## config.mk

```make
export PLATFORM = sky130hd
export DESIGN_NAME = tick_window_gen
export DESIGN_NICKNAME = d
export VERILOG_FILES = /design/src/rtl/tick_window_gen.sv
export SDC_FILE = /design/constraint.sdc
export NUM_CORES = 1
export LEC_CHECK = 0
export CORE_AREA = 2 2 56 58
export CTS_BUF_LIST = sky130_fd_sc_hd__clkbuf_2 sky130_fd_sc_hd__clkbuf_4 sky130_fd_sc_hd__clkbuf_8
export CTS_CLUSTER_DIAMETER = 40
export CTS_CLUSTER_SIZE = 25
export DETAILED_ROUTE_END_ITERATION = 10
export DIE_AREA = 0 0 58 60
export PLACE_DENSITY = 0.84
export SKIP_CTS_REPAIR_TIMING = 1
export SYNTH_ARGS = -nofsm -noshare
export SYNTH_HDL_FRONTEND = slang
export SYNTH_SLANG_ARGS = --single-unit
export TNS_END_PERCENT = 1
```

## constraint.sdc

```tcl
create_clock -name iCLK -period 2.3 [get_ports iCLK]
set_clock_uncertainty 0.2 [all_clocks]
set_input_delay 0.69 -clock iCLK [delete_from_list [all_inputs] [get_ports iCLK]]
set_output_delay 0.69 -clock iCLK [all_outputs]
set_load 0.02 [all_outputs]
```

## src/rtl/tick_window_gen.sv

```systemverilog
// Tick-to-window converter: each accepted tick opens a registered enable window of iLEN cycles,
// followed by a GUARD_LEN holdoff and a done pulse. Optional macro: TICK_WINDOW_RETRIGGER_EN.
module tick_window_gen #(
  parameter int CNT_WL    = 8,
  parameter int GUARD_LEN = 2,
  parameter int DROP_WL   = 8
) (
  input  logic               iCLK,
  input  logic               iRSTn,
  input  logic               iTICK,
  input  logic [CNT_WL-1:0]  iLEN,
  input  logic               iCLR,
  output logic               oLEVEL,
  output logic               oDONE,
  output logic               oBUSY,
  output logic [DROP_WL-1:0] oDROP_CNT
);

  localparam logic [1:0] ST_IDLE   = 2'd0;
  localparam logic [1:0] ST_ACTIVE = 2'd1;
  localparam logic [1:0] ST_GUARD  = 2'd2;

  localparam int                  GCNT_WL    = (GUARD_LEN < 2) ? 1 : $clog2(GUARD_LEN + 1);
  localparam logic [GCNT_WL-1:0]  GUARD_LOAD = GCNT_WL'(GUARD_LEN);
  localparam logic [DROP_WL-1:0]  DROP_MAX   = '1;

  logic [1:0]         state_q, state_d;
  logic [CNT_WL-1:0]  cnt_q, cnt_d;
  logic [GCNT_WL-1:0] gcnt_q, gcnt_d;
  logic               level_q, level_d;
  logic               done_q, done_d;
  logic               busy_q, busy_d;
  logic [DROP_WL-1:0] drop_q, drop_d;
  logic               tick_ok;
  logic               drop_inc;

  assign tick_ok = iTICK && (iLEN != '0);

  // NOTE: every signal gets a default at the top so no path leaves it unassigned and no latch is inferred.
  always_comb begin
    state_d  = state_q;
    cnt_d    = cnt_q;
    gcnt_d   = gcnt_q;
    level_d  = level_q;
    done_d   = 1'b0;
    busy_d   = busy_q;
    drop_inc = 1'b0;

    if (iCLR) begin
      state_d = ST_IDLE;
      cnt_d   = '0;
      gcnt_d  = '0;
      level_d = 1'b0;
      busy_d  = 1'b0;
    end else begin
      case (state_q)
        ST_IDLE: begin
          if (tick_ok) begin
            state_d = ST_ACTIVE;
            cnt_d   = iLEN;
            level_d = 1'b1;
            busy_d  = 1'b1;
          end
        end

        ST_ACTIVE: begin
`ifdef TICK_WINDOW_RETRIGGER_EN
          if (tick_ok) begin
            cnt_d = iLEN;
          end else if (cnt_q <= CNT_WL'(1)) begin
`else
          drop_inc = iTICK;
          if (cnt_q <= CNT_WL'(1)) begin
`endif
            // Last enabled cycle: close the window and enter holdoff (or go straight idle).
            cnt_d   = '0;
            level_d = 1'b0;
            done_d  = 1'b1;
            if (GUARD_LEN != 0) begin
              state_d = ST_GUARD;
              gcnt_d  = GUARD_LOAD;
            end else begin
              state_d = ST_IDLE;
              busy_d  = 1'b0;
            end
          end else begin
            cnt_d = cnt_q - 1'b1;
          end
        end

        ST_GUARD: begin
          drop_inc = iTICK;
          if (gcnt_q <= GCNT_WL'(1)) begin
            state_d = ST_IDLE;
            gcnt_d  = '0;
            busy_d  = 1'b0;
          end else begin
            gcnt_d = gcnt_q - 1'b1;
          end
        end

        default: begin
          state_d = ST_IDLE;
          cnt_d   = '0;
          gcnt_d  = '0;
          level_d = 1'b0;
          busy_d  = 1'b0;
        end
      endcase
    end

    if (iCLR) begin
      drop_d = '0;
    end else if (drop_inc && (drop_q != DROP_MAX)) begin
      drop_d = drop_q + 1'b1;
    end else begin
      drop_d = drop_q;
    end
  end

  // NOTE: sequential state uses non-blocking assignments so all flops update from pre-edge values.
  always_ff @(posedge iCLK or negedge iRSTn) begin
    if (!iRSTn) begin
      state_q <= ST_IDLE;
      cnt_q   <= '0;
      gcnt_q  <= '0;
      level_q <= 1'b0;
      done_q  <= 1'b0;
      busy_q  <= 1'b0;
      drop_q  <= '0;
    end else begin
      state_q <= state_d;
      cnt_q   <= cnt_d;
      gcnt_q  <= gcnt_d;
      level_q <= level_d;
      done_q  <= done_d;
      busy_q  <= busy_d;
      drop_q  <= drop_d;
    end
  end

  assign oLEVEL    = level_q;
  assign oDONE     = done_q;
  assign oBUSY     = busy_q;
  assign oDROP_CNT = drop_q;

  a_busy_matches_state: assert property (@(posedge iCLK) disable iff (!iRSTn)
    busy_q == (state_q != ST_IDLE));

`ifndef TICK_WINDOW_RETRIGGER_EN
  a_done_level_exclusive: assert property (@(posedge iCLK) disable iff (!iRSTn)
    !(level_q && done_q));
`endif

endmodule

```

==> flow_summary.yaml <==
status:
  status: "complete, but fails checks"
  violations: "setup timing"
global_routing:
  grt_start_max_net_pins: 24
  track_usage: 0.227
  grt_pass1_wl_mm: 6.07
  grt_overflow: 0
  grt_antenna_before_repair: 0
  grt_pass1_vias: 1373
setup_path:
  reg2reg_from: "cnt_q[0]"
  crit_chain: "clkdlybuf4s50_1 -> or4_4 -> o21ai_4 -> buf_12 -> nor2_1 -> o221a_2"
  worstSetupEndpointType: "register"
  slowest_stage: "or4_4"
  crit_required_ps: 2320
  crit_fanout: 5
  critPathKind: "input pin to register"
  cp_slowest_stage_delay_ps: 580
  timing.rr.end: "gcnt_q[0]"
  ff2ff_path_depth: 7
  r2r_slack_ps: 90
  cp.arrival_ps: 2340
  worstSetupStartpointType: "input pin"
place:
  port_buffers: 22
  pre_cts_ws_ps: -356
  place_inst: 221
  place.gp.congestion: 0.909
  dp.final_hpwl_mm: 2.70
synthesis:
  synth_top_cell_area_share: 0.372
  post-synth-top-area-cell: "dfrtp_1"
  synth-seq-area-share: 0.372
  synth_top_cells_by_count: "dfrtp_1 (23), inv_1 (12), nor2_1 (12)"
  syn-num-nets: 182
  synthDistinctLibCells: 47
  synth_cells: 163
  ys_warn_count: 0
  ys_ff_latch: 23
  syn_area_um2: 1550
  synth-edff-count: 0
  synth_most_common_cell: "dfrtp_1"
  async_reset_ff_frac: 1.00
  avgSynthCellArea_um2: 9.49
  ys.flop_type: "dfrtp_1"
  synth_area_leaders: "dfrtp_1 (37%), ha_1 (5.7%), a211oi_1 (3.4%), o32ai_1 (3.4%), nand2b_1 (3.2%)"
min_path:
  whs_endpoint: "oLEVEL"
  min_from: "oLEVEL"
  hold_path_class: "register to register"
  min_delay_path_depth: 2
cells_and_area:
  drive_above_1_share: 0.155
  fin_util: 0.664
  n_fill_cell: 227
  fin_nets: 214
  syn_to_final_growth_pct: 24.7
  stdcell_count: 227
  antenna_cells: 0
detailed_routing:
  viasPerCell: 6.22
  drc: 0
  routed_wl_mm: 3.78
  route.vias.total: 1412
  drtAntennaViolNets: 0
  first_iter_violations: 75
  dr.pass1.iters: 4
  wl_per_cell_um: 16.7
floorplanning:
  floorplan.initialDensity: 0.533
  io_pins: 23
  chipHeight_um: 60
  rows: 20
  fp.dieW_um: 58
  core_area_um2: 2900
  dieArea_um2: 3480
sta:
  slew_violations: 0
  rsz0062_at_grt: "true"
  fin_hold_ws_ps: 349
  clock.fmax_mhz: 432
  finalHoldViolations: 0
  finalCritPeriodShare: 1.01
  period_needed_ps: 2310
  worst_pin_slew_ps: 538
  slew_headroom: 0.640
  setup_slack_ps: -12.2
  setup_viol: 3
pwr:
  power_density_nw_per_um2: 700
  p_leak_nw: 0.868
  vdd_ir_drop_max_uv: 482
clocking:
  cts_buffers: 3
  cts_tree: "done"
  clock_sinks: 23
  clock_path_buffers: 2
  clock_latency_ps: 320
  path_clk_slew_ps: 130
  cts_root_buffer: "clkbuf_4"
  cts_max_level: 1
job:
  cap_violations: 0
## per-stage QoR
stage	instance area (µm²)	power [mW]	setup TNS, ps
floorplan	1550	0.946	0
CTS	1890	1.35	-11.4
finish	1930	1.35	-13.9
detailed placement	1860	1.14	-3740
global route	1930	1.43	-134
global placement	1860	1.12	-3420
## logic make-up after synthesis
| family | after synthesis | synth area share |
|---|---|---|
| xor gates and xnor gates | 2 | 0.0113 |
| and+or+nand+nor | 57 | 0.221 |
| AOI/OAI and AO/OA | 47 | 0.247 |
| buffers and inverters | 21 | 0.0518 |
| muxes | 6 | 0.0405 |
| DFF | 23 | 0.372 |
| adders and majority gates | 7 | 0.0566 |
## report_power, final
group / internal, mW / switching (mW) / total, mW
logic: 0.284 / 0.348 / 0.632
registers: 0.457 / 0.0655 / 0.522
clock network: 0.0652 / 0.130 / 0.196
total: 0.806 / 0.544 / 1.35
## metal layers
layer	wire length, µm	track usage	share of wire
met1	1630	0.274	0.43
met3	194	0.0238	0.051
met4	52	0.110	0.014
met5	0	0	0
met2	1900	0.406	0.50
## sequential cells by signal, summed over array words and instances, names as in the netlist
register   count
state_q        2
oDROP_CNT      8
gcnt_q         2
cnt_q          8
oLEVEL         1
oBUSY          1
oDONE          1
## cells in the final DEF (no fill, tap or decap), types with 2 or more instances in the layout
cell type        instances
clkbuf_4                 3
nand2_1                  9
nor4bb_1                 2
ha_1                     7
or4_1                    3
a32oi_1                  2
inv_1                   12
xnor2_1                  2
a22oi_1                  5
nand3_1                  4
buf_4                   13
o21ai_0                  4
nand2b_1                 8
and3_1                   2
mux2i_1                  4
nor3_1                   5
dlymetal6s2s_1           4
clkdlybuf4s50_1         18
or4_4                    2
a21oi_1                  6
a31oi_1                  3
dfrtp_1                 23
a221oi_1                 2
o22a_1                   2
a211oi_1                 7
mux2_2                   2
o32ai_1                  6
nor2_1                  12
## how the worst max path moves through the flow
stage                 start           end  slack, ps  cells past startpoint
6_report            iLEN[6]         oBUSY        -10                      6
5_1_grt             iLEN[6]      cnt_q[1]        -30                      5
4_1_cts        oDROP_CNT[3]  oDROP_CNT[3]        -10                      1
3_5_place_dp        iLEN[2]      cnt_q[3]       -360                      5
3_3_place_gp        iLEN[2]      cnt_q[4]       -330                      5
2_1_floorplan       iLEN[2]      cnt_q[7]        170                      4
## worst max-delay path: cells and delay by family
family,cells,cell delay [ps]
and+or+nand+nor,2,620
buffers and inverters,2,560
AOI/OAI and AO/OA,2,460
## final cells by class
class,count,area [µm²],share of cell area
Multi-Input combinational cell,119,891,0.462
Clock inverter,1,5.00,0.00260
Inverter,12,45.0,0.0234
Sequential cell,23,576,0.299
Tap cell,33,41.3,0.0214
Timing Repair Buffer,36,348,0.180
Clock buffer,3,22.5,0.0117
(Power assumes the default switching activity.)
